$ cat src/rtl/spi_arbiter_pkg.sv
// Shared types and defaults for the SPI master arbiter.
package spi_arb_pkg;

    typedef enum logic [1:0] {
        ST_IDLE  = 2'd0,
        ST_ISSUE = 2'd1,
        ST_WAIT  = 2'd2,
        ST_DONE  = 2'd3
    } arb_state_t;

    // Word returned to the owner when the SPI master never answers
    localparam logic [31:0] SPI_ARB_ERR_WORD    = 32'hDEAD_DEAD;
    localparam int          SPI_ARB_NUM_REQ     = 4;
    localparam int          SPI_ARB_TIMEOUT_CYC = 4096;

endpackage

$ cat src/rtl/spi_arbiter_rr_picker.sv
// Combinational round-robin picker: first requester after 'last', wrapping.
// Shared by other peripheral arbiters, so it carries no state of its own.
module rr_picker #(
    parameter int N  = 4,
    parameter int IW = $clog2(N)
) (
    input  logic [N-1:0]  req,
    input  logic [IW-1:0] last,
    output logic [N-1:0]  grant,
    output logic [IW-1:0] idx
);

    function automatic logic [IW-1:0] cand(input logic [IW-1:0] l, input int off);
        return IW'((int'(l) + off) % N);
    endfunction

    // Scan offsets from far to near so the nearest requester after 'last' wins
    always_comb begin
        grant = '0;
        idx   = '0;
        for (int off = N; off >= 1; off--) begin
            if (req[cand(last, off)]) begin
                grant                 = '0;
                grant[cand(last, off)] = 1'b1;
                idx                   = cand(last, off);
            end
        end
    end

endmodule

$ cat src/rtl/spi_arbiter.sv
// Round-robin arbiter/sequencer sharing one spi_master among NUM_REQ requesters.
// One 32-bit transfer at a time; grant_bo doubles as the chip-select demux select.
// Optional watchdog: define SPI_ARB_TIMEOUT_EN to abort a stuck transfer after
// TIMEOUT_CYC cycles in WAIT with err_o and the error word.
module spi_arbiter
    import spi_arb_pkg::*;
#(
    parameter int NUM_REQ     = SPI_ARB_NUM_REQ,
    parameter int TIMEOUT_CYC = SPI_ARB_TIMEOUT_CYC
) (
    input  logic                  clk_i,
    input  logic                  rst_i,
    input  logic [NUM_REQ-1:0]    req_bi,
    input  logic [NUM_REQ*32-1:0] data_bi,
    output logic [NUM_REQ-1:0]    ack_bo,
    output logic [31:0]           rx_data_bo,
    output logic                  err_o,
    output logic [NUM_REQ-1:0]    grant_bo,
    output logic                  busy_o,
    output logic [31:0]           data_tx_bo,
    output logic                  data_tx_wr_o,
    input  logic [31:0]           data_rx_bi,
    input  logic                  data_rx_wr_i,
    input  logic                  spi_busy_i
);

    localparam int IW = $clog2(NUM_REQ);

    if (NUM_REQ < 2 || NUM_REQ > 8 || TIMEOUT_CYC < 1) begin : g_bad_cfg
        $error("spi_arbiter: NUM_REQ must be 2..8 and TIMEOUT_CYC >= 1");
    end

    arb_state_t         r_state;
    logic [IW-1:0]      r_last;
    logic [IW-1:0]      r_owner;
    logic [NUM_REQ-1:0] r_grant;
    logic [NUM_REQ-1:0] r_ack;
    logic [31:0]        r_tx;
    logic [31:0]        r_rx;
    logic               r_err;

    logic [NUM_REQ-1:0] w_pick_grant;
    logic [IW-1:0]      w_pick_idx;
    logic [31:0]        w_slice [NUM_REQ];
    logic               w_timeout;

    for (genvar g = 0; g < NUM_REQ; g++) begin : g_slice
        assign w_slice[g] = data_bi[g*32 +: 32];
    end

    rr_picker #(.N(NUM_REQ), .IW(IW)) u_pick (
        .req   (req_bi),
        .last  (r_last),
        .grant (w_pick_grant),
        .idx   (w_pick_idx)
    );

`ifdef SPI_ARB_TIMEOUT_EN
    localparam int CW = $clog2(TIMEOUT_CYC + 1);
    logic [CW-1:0] r_wd;

    // Watchdog counts cycles spent in WAIT; zero everywhere else (so ISSUE clears it)
    always_ff @(posedge clk_i) begin
        if (rst_i || r_state != ST_WAIT) r_wd <= '0;
        else                             r_wd <= r_wd + 1'b1;
    end

    // Fires on the TIMEOUT_CYC-th WAIT cycle, so ack lands TIMEOUT_CYC+1 after ISSUE
    assign w_timeout = (r_state == ST_WAIT) && (r_wd == CW'(TIMEOUT_CYC - 1));
`else
    assign w_timeout = 1'b0;
`endif

    // Transfer sequencer: arbitrate, issue the word, await the reply, acknowledge
    always_ff @(posedge clk_i) begin
        if (rst_i) begin
            r_state <= ST_IDLE;
            r_last  <= IW'(NUM_REQ - 1);
            r_owner <= '0;
            r_grant <= '0;
            r_ack   <= '0;
            r_tx    <= '0;
            r_rx    <= '0;
            r_err   <= 1'b0;
        end else begin
            r_ack <= '0;
            r_err <= 1'b0;
            case (r_state)
                ST_IDLE: begin
                    if (|req_bi && !spi_busy_i) begin
                        r_grant <= w_pick_grant;
                        r_owner <= w_pick_idx;
                        r_tx    <= w_slice[w_pick_idx];
                        r_state <= ST_ISSUE;
                    end
                end
                ST_ISSUE: r_state <= ST_WAIT;
                ST_WAIT: begin
                    // A real reply beats a coincident timeout
                    if (data_rx_wr_i) begin
                        r_rx    <= data_rx_bi;
                        r_ack   <= r_grant;
                        r_state <= ST_DONE;
                    end else if (w_timeout) begin
                        r_rx    <= SPI_ARB_ERR_WORD;
                        r_ack   <= r_grant;
                        r_err   <= 1'b1;
                        r_state <= ST_DONE;
                    end
                end
                ST_DONE: begin
                    r_last  <= r_owner;
                    r_grant <= '0;
                    r_state <= ST_IDLE;
                end
                default: r_state <= ST_IDLE;
            endcase
        end
    end

    assign ack_bo       = r_ack;
    assign rx_data_bo   = r_rx;
    assign err_o        = r_err;
    assign grant_bo     = r_grant;
    assign data_tx_bo   = r_tx;
    assign data_tx_wr_o = (r_state == ST_ISSUE);
    assign busy_o       = (r_state != ST_IDLE);

endmodule

$ cat config.mk
export PLATFORM = sky130hd
export DESIGN_NAME = spi_arbiter
export DESIGN_NICKNAME = d
export VERILOG_FILES = /design/src/rtl/spi_arbiter_pkg.sv /design/src/rtl/spi_arbiter_rr_picker.sv /design/src/rtl/spi_arbiter.sv
export SDC_FILE = /design/constraint.sdc
export NUM_CORES = 1
export LEC_CHECK = 0
export ABC_AREA = 1
export CAP_MARGIN = 20
export CORE_UTILIZATION = 38
export DETAILED_ROUTE_END_ITERATION = 7
export GPL_ROUTABILITY_DRIVEN = 0
export PLACE_DENSITY_LB_ADDON = 0.2
export SKIP_LAST_GASP = 1
export SLEW_MARGIN = 20
export SYNTH_ARGS = -nofsm -noshare
export SYNTH_HDL_FRONTEND = slang
export SYNTH_HIERARCHICAL = 1
export SYNTH_SLANG_ARGS = --single-unit
$ cat constraint.sdc
create_clock -name clk_i -period 5.9 [get_ports clk_i]
set_clock_uncertainty 0.1 [all_clocks]
set_input_delay 0.59 -clock clk_i [delete_from_list [all_inputs] [get_ports clk_i]]
set_output_delay 0.59 -clock clk_i [all_outputs]
set_load 0.01 [all_outputs]
==> results of run 1 <==
[state kept, by name (all words and copies together), names as in the netlist]
name / count
data_tx_bo: 32
rx_data_bo: 32
ack_bo: 4
grant_bo: 4
r_last: 2
r_owner: 2
r_state: 2
[cell families after synthesis]
| kind of cell | count (synthesis) | synth area share [%] |
|---|---|---|
| AO/OA/AOI/OAI | 142 | 16.6 |
| flip-flops | 78 | 36.4 |
| other | 1 | 0.0874 |
| adder cells (fa/ha/maj) | 10 | 2.92 |
| buffers and inverters | 78 | 8.40 |
| AND/OR/NAND/NOR | 387 | 35.6 |
[cell type report]
class,count,area (sq um),area share (%)
clock inverter,7,121,1.73
sequential,78,1560,22.3
timing repair buffer,243,2430,34.6
multi-input combinational,540,2370,33.8
tap,140,175,2.50
inverter,36,135,1.93
clock buffer,9,225,3.21
[how the worst min path moves through the flow]
stage / start / end / slack, ps / cells after the start
floorplan: r_owner[1] / r_owner[1] / 340 / 2
global route: grant_bo[2] / ack_bo[2] / 370 / 2
finish: grant_bo[3] / ack_bo[3] / 340 / 2
detailed placement: grant_bo[3] / ack_bo[3] / 340 / 2
global placement: grant_bo[2] / ack_bo[2] / 330 / 2
CTS: grant_bo[3] / ack_bo[3] / 350 / 2
[stage by stage]
step	instance area, sq um	setup WS (ps)	cells	utilization, %
global route	7020	1850	1053	64.2
floorplan	4290	3480	696	-
global placement	6670	2270	1037	61.0
finish	7020	2150	1053	64.2
CTS	7020	2210	1053	64.2
detailed placement	6670	2140	1037	61.0
[cell usage in the layout, fill, tap and decap left out]
cell type and count:
nor2_1 272, clkdlybuf4s50_1 241, o21ai_0 87, nand2_1 83, dfxtp_1 78, o21ai_1 43, inv_1 29, nand3_1 18
a21oi_1 12, ha_1 10, clkbuf_16 9, inv_2 5, nand3_2 4, bufinv_16 3, nand2_2 3, clkinv_1 2
clkinv_4 2, buf_4 2, or2_1 2, nand4_1 2, conb_1 1, inv_6 1, clkinv_2 1, nand2_4 1
nor2_2 1, or2_0 1
[power by group]
part	internal, mW	switching, mW	total (mW)	leakage (nW)
sequential	0.667	0.0824	0.750	0.639
combinational	0.666	0.886	1.55	2.13
clock	0.415	0.221	0.636	0.170
total	1.75	1.19	2.94	2.94
[layer usage]
metal	GRT usage [%]	share of wire [%]	up-vias
met2	43.6	50	218
met4	10.3	2.8	0
li1	-	-	2617
met3	5.55	7.7	32
met1	26.2	39	2190
met5	0	0	-
[worst max-delay path: stages, from the launching register on]
cell	delay [ps]
dfxtp_1	580
inv_2	160
ha_1	380
inv_1	110
nand3_1	80
nand2_1	60
nand4_1	90
nand2_1	70
buf_4	370
clkinv_1	920
nor2_1	360
o21ai_0	120
nand2_1	90
nor2_1	40
nor2_1	130
==> results.ini, run 1 <==
[run_status]
run_status=finished, final reports clean

[sta]
rsz0062_at_grt=false
fin_setup_tns_ps=0
fin_crit_ps=3750
final.period_utilization_pct=63.6
timing.fmax_mhz=267
hold_viol=0
worst_pin_slew_ps=1030
drv_slew=0
relSlewSlack_pct=31.0
timing.hold.ws_ps=344
setup_viol=0

[yosys]
avgSynthCellArea_sq_um=6.16
synth-main-ff-cell=dfxtp_1
syn-num-nets=874
synth.distinct_cells=25
yosysMostFrequentCell=nor2_1
ys_ff_latch=78
ys_top_cells_by_count=nor2_1 (272), o21ai_0 (87), nand2_1 (84)
syn_inst=696
syn_area_sq_um=4290
synth_area_leaders=dfxtp_1 (36%), nor2_1 (24%), o21ai_0 (10%), nand2_1 (7.4%), o21ai_1 (5.0%)
synth_top_cell_by_area=dfxtp_1
synth_edf_count=0
ys_warn_count=6
async_reset_ff_share_pct=0
synth_top_cell_area_share_pct=36.4
seq_area_frac_synth_pct=36.4

[final_layout]
nets=1086
fillers=964
syn_to_final_growth_pct=63.6
drive_above_1_share_pct=3.50
diodes=0

[clock_network]
ctsRootBufferMaster=clkbuf_16
post_cts_buffers=0
worstSkewPairLatency_ps=330
cts.clk_slew.worst_paths_ps=60
clock_sinks=78
cts.htree.levels=3
cts_tree=done
cts_hold_buf=0
clk_path_buf_depth=2
cts_resized=0
numCtsBuffers=9

[critical_path]
crit_path_start=r_last[0]
reg2reg_depth=14
path_max_fanout=34
crit_end=data_tx_bo[4]
crit_type=register to register
worstSetupStartpointType=register
crit_required_ps=6070
r2r_slack_ps=2150
r2r_end=data_tx_bo[4]
cp-end-kind=register
worstReg2RegStart=r_last[0]
cp_data_arrival_time_ps=3920

[global_routing]
antenna_found_initial=0
overflow=0
grt_first_pass_wirelength_mm=22.0
grt_max_degree=70
grt_pass1_vias=4868
track_usage_pct=23.9

[pwr]
max-vdd-ir-drop_uv=225
total_power_mw=2.94
p_per_area_nw_per_um2=419
p_leak_nw=2.94

[floorplanning]
start_util_pct=39.2
io_pins=243
core_area_sq_um=10900
row_count=38
die_area_sq_um=11700
die_w_microns=108
die_h_microns=108

[placed_design]
hpwl_mm=10.3
port-buffer-count=241

[drt]
vias=5057
drt_first_pass_iters=7
wire_per_inst_microns=13.4
routed_wl_mm=14.1
ant_nets=0
viasPerCell=4.80
drt_iter0_drc=320
drc=0

[job]
max_cap_violations=0

[worst_hold_path]
hold_class=register to register

No activity file was read; power rests on OpenSTA's default activity.
==> run 2: changes to the inputs <==
clock period = 3.73 ns   (was 5.9 ns; I/O delays follow)
==> results.ini, run 2 (same netlist as run 1, synthesis figures left out) <==
[drt]
drc=0  ; unchanged
viasPerCell=4.91  ; was 4.80
ant_nets=0  ; unchanged
m1WireLength_mm=5.71  ; was 5.53 mm
wl_met2_mm=7.17  ; was 7.07 mm
routed_wl_mm=14.4  ; was 14.1 mm
vias=5189  ; was 5057
wire_per_inst_microns=13.7  ; was 13.4 microns
drt_first_pass_iters=5  ; was 7
drt_iter0_drc=291  ; was 320
wl_met3_mm=1.13  ; was 1.08 mm
top_layer=met4  ; unchanged

[floorplanning]
die_area_sq_um=11700  ; unchanged
io_pins=243  ; unchanged
die_h_microns=108  ; unchanged
die_w_microns=108  ; unchanged
start_util_pct=39.2  ; unchanged
row_count=38  ; unchanged
core_area_sq_um=10900  ; unchanged

[sta]
final.period_utilization_pct=86.2  ; was 63.6%
fin_crit_ps=3220  ; was 3750 ps
rsz0062_at_grt=false  ; unchanged
fin_setup_tns_ps=0  ; unchanged
drv_slew=0  ; unchanged
timing.fmax_mhz=311  ; was 267 MHz
setup_viol=0  ; unchanged
worst_pin_slew_ps=999  ; was 1030 ps
hold_viol=0  ; unchanged
relSlewSlack_pct=33.3  ; was 31.0%

[final_layout]
drive_above_1_share_pct=3.82  ; was 3.50%
final_common_cell=nor2_1  ; unchanged
diodes=0  ; unchanged
nets=1089  ; was 1086
multi_input_area_sq_um=2370  ; unchanged
fin_util_pct=64.8  ; was 64.2%
syn_to_final_growth_pct=65.2  ; was 63.6%
most-common-layout-cells=nor2_1 (272), clkdlybuf4s50_1 (241), o21ai_0 (87), nand2_1 (83), dfxtp_1 (78)  ; unchanged
fillers=967  ; was 964
seq_area_sq_um=1560  ; unchanged

[clock_network]
ctsRootBufferMaster=clkbuf_16  ; unchanged
cts_tree=done  ; unchanged
cts_resized=0  ; unchanged
numCtsBuffers=9  ; unchanged
post_cts_buffers=0  ; unchanged
clock_sinks=78  ; unchanged
cts.htree.levels=3  ; unchanged
cts.clk_slew.worst_paths_ps=60  ; about the same
cts_hold_buf=0  ; unchanged
clk_path_buf_depth=2  ; unchanged
worstSkewPairLatency_ps=330  ; about the same

[worst_hold_path]
hold_class=register to register  ; unchanged
holdPathStages=2  ; unchanged

[run_status]
run_status=finished, final reports clean  ; unchanged

[critical_path]
worstSetupStartpointType=register  ; unchanged
path_max_fanout=45  ; was 34
reg2reg_depth=15  ; was 14
crit_required_ps=3900  ; was 6070 ps
cp_data_arrival_time_ps=3380  ; was 3920 ps
crit_type=register to register  ; unchanged
cp-end-kind=register  ; unchanged

[global_routing]
overflow=0  ; unchanged
antenna_found_initial=0  ; unchanged
grt_pass1_vias=4636  ; was 4868
track_usage_pct=24.1  ; was 23.9%
grt_max_degree=70  ; unchanged
grt_first_pass_wirelength_mm=22.1  ; was 22.0 mm

[job]
max_cap_violations=0  ; unchanged

[pwr]
max-vdd-ir-drop_uv=354  ; was 225 uV
p_per_area_nw_per_um2=677  ; was 419 nW/um^2
p_leak_nw=2.97  ; was 2.94 nW

[placed_design]
port-buffer-count=241  ; unchanged
hpwl_mm=10.6  ; was 10.3 mm

[run 2: changes by cell type in the layout (fill, tap and decap cells not counted), sizes merged]
cell    change
bufinv      +1
clkbuf      +2
buf         +3
clkinv      -3
[run 2: final timing paths]
| path | start | to | slack [ps] |
|---|---|---|---|
| setup / recovery | r_last[0] | data_tx_bo[12] | 510 |
| hold / removal | grant_bo[3] | ack_bo[3] | 340 |
| setup reg to reg | r_last[0] | data_tx_bo[12] | 510 |
| hold reg to reg | grant_bo[3] | ack_bo[3] | 340 |
[run 2: stage by stage]
step / setup WS, ps / cell area [sq um] / std cells / hold WS, ps / power (mW)
floorplan: 1310 / 4290 / 696 / 338 / 2.81
global placement: 749 / 6700 / 1040 / 336 / 3.64
detailed placement: 556 / 6700 / 1040 / 337 / 3.71
CTS: 543 / 7090 / 1056 / 346 / 4.83
global route: 184 / 7090 / 1056 / 366 / 5.18
finish: 514 / 7090 / 1056 / 344 / 4.80
[run 2: layout make-up]
cell class              instances  area share (%)
inverters                      36            1.91
multi-input cells             540            33.4
repair buffers                246            34.8
flip-flops and latches         78            22.0
well taps                     140            2.47
clock buffers                  11            3.57
clock inverters                 5            1.82
[run 2: worst max-delay path, cell delays in order, from the launching register on]
cell and delay, ps:
dfxtp_1 560, inv_2 150, ha_1 390, inv_1 90, nand3_1 110, nand2_2 90, nor2_2 180, o21ai_0 120
nand2_2 340, buf_4 460, nor2_1 100, nor2_1 110, o21ai_1 90, nand2_1 90, nor2_1 50, nor2_1 110
[run 2: routing by layer]
metal	global-route usage, %	vias up
li1	-	2624
met1	26.3	2310
met2	43.6	223
met3	6.39	32
met4	10.2	0
met5	0	-
[run 2: where the power goes]
group | internal, mW | leakage (nW) | switching (mW)
sequential | 1.06 | 0.639 | 0.131
clock | 0.759 | 0.186 | 0.346
combinational | 1.09 | 2.15 | 1.42
total | 2.90 | 2.97 | 1.89
==> run 3: changes to the inputs <==
CORE_ASPECT_RATIO = 1.5   (was default)
GPL_ROUTABILITY_DRIVEN = 1   (was 0)
==> results.ini, run 3 (same netlist as run 1, synthesis figures left out) <==
[run_status]
run_status=finished, final reports clean  ; unchanged

[global_routing]
grt_pass1_vias=4745  ; was 4636
track_usage_pct=23.6  ; was 24.1%
grt.busiest_layer=met2  ; unchanged
overflow=0  ; unchanged
grt_first_pass_wirelength_mm=21.5  ; was 22.1 mm
use_met1_pct=22.5  ; was 26.3%
antenna_found_initial=0  ; unchanged
grt_max_degree=70  ; unchanged
met3_usage_pct=6.14  ; was 6.39%
grt_use_met2_pct=45.4  ; was 43.6%

[placed_design]
port-buffer-count=241  ; unchanged
place_ws_ps=488  ; was 556 ps
hpwl_mm=10.5  ; was 10.6 mm
dp.cells=1047  ; was 1040
gp_congestion=0.899

[final_layout]
multi_input_area_sq_um=2370  ; unchanged
diodes=0  ; unchanged
final_common_cell=nor2_1  ; unchanged
drive_above_1_share_pct=3.82  ; unchanged
syn_to_final_growth_pct=63.0  ; was 65.2%
fillers=995  ; was 967
most-common-layout-cells=nor2_1 (272), clkdlybuf4s50_1 (241), o21ai_0 (87), nand2_1 (83), dfxtp_1 (78)  ; unchanged
seq_area_sq_um=1560  ; unchanged
layout.cells.non_filler=1063  ; was 1056
nets=1089  ; unchanged

[floorplanning]
io_pins=243  ; unchanged
row_count=47  ; was 38
core_area_sq_um=11000  ; was 10900 sq um
start_util_pct=39.0  ; was 39.2%
die_h_microns=132  ; was 108 microns
die_w_microns=88.7  ; was 108 microns
die_area_sq_um=11700  ; about the same

[critical_path]
crit_end=data_tx_bo[1]  ; was data_tx_bo[12]
cp_data_arrival_time_ps=3470  ; was 3380 ps
reg2reg_depth=15  ; unchanged
cp-end-kind=register  ; unchanged
worstSetupStartpointType=register  ; unchanged
crit_path_top_delay_cell=dfxtp_1  ; unchanged
crit_type=register to register  ; unchanged
cpPeakStageDelay_ps=570  ; was 560 ps
path_max_fanout=43  ; was 45
crit_cells=15  ; unchanged
crit_path_start=r_last[0]  ; unchanged
worstReg2RegStart=r_last[0]  ; unchanged
worstPathCellList=inv_2 > ha_1 > inv_1 > nand3_1 > nand2_2 > nor2_2 > o21ai_0 > nand2_2 > buf_4 > nor2_1 > nor2_1 > o21ai_1 > nand2_1 > nor2_1 > nor2_1  ; unchanged
crit_top_cell=nor2_1  ; unchanged
cpLargestDelayFamily=simple AND/OR/NAND/NOR gates  ; unchanged
r2r_slack_ps=430  ; was 510 ps
crit_required_ps=3900  ; about the same
crit_buf_inv=3  ; unchanged
r2r_end=data_tx_bo[1]  ; was data_tx_bo[12]

[clock_network]
cts.clk_slew.worst_paths_ps=60  ; about the same
clock_sinks=78  ; unchanged
clk_path_buf_depth=2  ; unchanged
cts_hold_buf=0  ; unchanged
post_cts_buffers=0  ; unchanged
cts.htree.levels=3  ; unchanged
numCtsBuffers=9  ; unchanged
cts_resized=0  ; unchanged
cts_tree=done  ; unchanged
worstSkewPairLatency_ps=330  ; about the same
ctsRootBufferMaster=clkbuf_16  ; unchanged

[drt]
vias=5143  ; was 5189
drc=0  ; unchanged
routed_wl_mm=13.9  ; was 14.4 mm
ant_nets=0  ; unchanged
wire_per_inst_microns=13.0  ; was 13.7 microns
drt_iter0_drc=255  ; was 291
viasPerCell=4.84  ; was 4.91
drt_first_pass_iters=4  ; was 5

[sta]
rsz0062_at_grt=false  ; unchanged
fin_crit_ps=3300  ; was 3220 ps
setup_viol=0  ; unchanged
fin_setup_tns_ps=0  ; unchanged
finalWorstSetupSlack_ps=428  ; was 514 ps
drv_slew=0  ; unchanged
hold_viol=0  ; unchanged
relSlewSlack_pct=35.2  ; was 33.3%
worst_pin_slew_ps=971  ; was 999 ps
final.period_utilization_pct=88.5  ; was 86.2%
timing.fmax_mhz=303  ; was 311 MHz

[job]
max_cap_violations=0  ; unchanged

[worst_hold_path]
hold_class=register to register  ; unchanged

[pwr]
p_per_area_nw_per_um2=641  ; was 677 nW/um^2
p_leak_nw=2.92  ; was 2.97 nW
max-vdd-ir-drop_uv=259  ; was 354 uV

==> run 3: cell types whose count changed in the layout (fill, tap and decap cells not counted) <==
cell,before,now
bufinv_16,4,0
clkbuf_8,2,0
clkinv_2,0,1
clkinvlp_4,0,2
inv_6,0,3
==> run 3: how the worst min path moves through the flow <==
stage | cells after the start | endpoint | slack (ps) | start
after floorplan | 2 | r_owner[1] | 340 | r_owner[1]
after global placement | 2 | ack_bo[1] | 340 | grant_bo[1]
after detailed placement | 2 | ack_bo[3] | 350 | grant_bo[3]
after CTS | 2 | ack_bo[1] | 350 | grant_bo[1]
after global routing | 2 | ack_bo[1] | 360 | grant_bo[1]
final | 2 | ack_bo[0] | 350 | grant_bo[0]
==> run 3: per-stage QoR <==
stage / hold slack (ps) / util (%) / cell area, sq um / power (mW)
6_report: 351 / 63.6 / 6990 / 4.48
3_5_place_dp: 346 / 61.0 / 6710 / 3.69
4_1_cts: 355 / 63.6 / 6990 / 4.52
3_3_place_gp: 336 / 61.0 / 6710 / 3.61
5_1_grt: 357 / 63.6 / 6990 / 4.87
2_1_floorplan: 338 / - / 4290 / 2.81
==> run 3: metal layers <==
metal | up-vias | share of wire (%)
li1 | 2624 | -
met1 | 2261 | 37
met2 | 221 | 53
met3 | 37 | 7.7
met4 | 0 | 3.0
met5 | - | 0
==> run 3: worst min-delay path, delay by kind of cell, from the launching register on <==
kind / cells / cell delay, ps
AND/OR/NAND/NOR: 1 / 30
buffers and inverters: 1 / 50
flip-flops: 1 / 320
==> run 3: layout make-up <==
| cell class | count | area share [%] |
|---|---|---|
| timing repair buffer | 246 | 35.2 |
| multi-input combinational | 540 | 33.9 |
| sequential | 78 | 22.3 |
| clock buffer | 9 | 3.22 |
| tap | 147 | 2.63 |
| inverter | 36 | 1.93 |
| clock inverter | 7 | 0.787 |
==> run 3: where the power goes <==
part	internal (mW)	switching, mW	total [mW]
sequential	1.06	0.124	1.18
combinational	1.09	1.40	2.49
clock	0.457	0.354	0.811
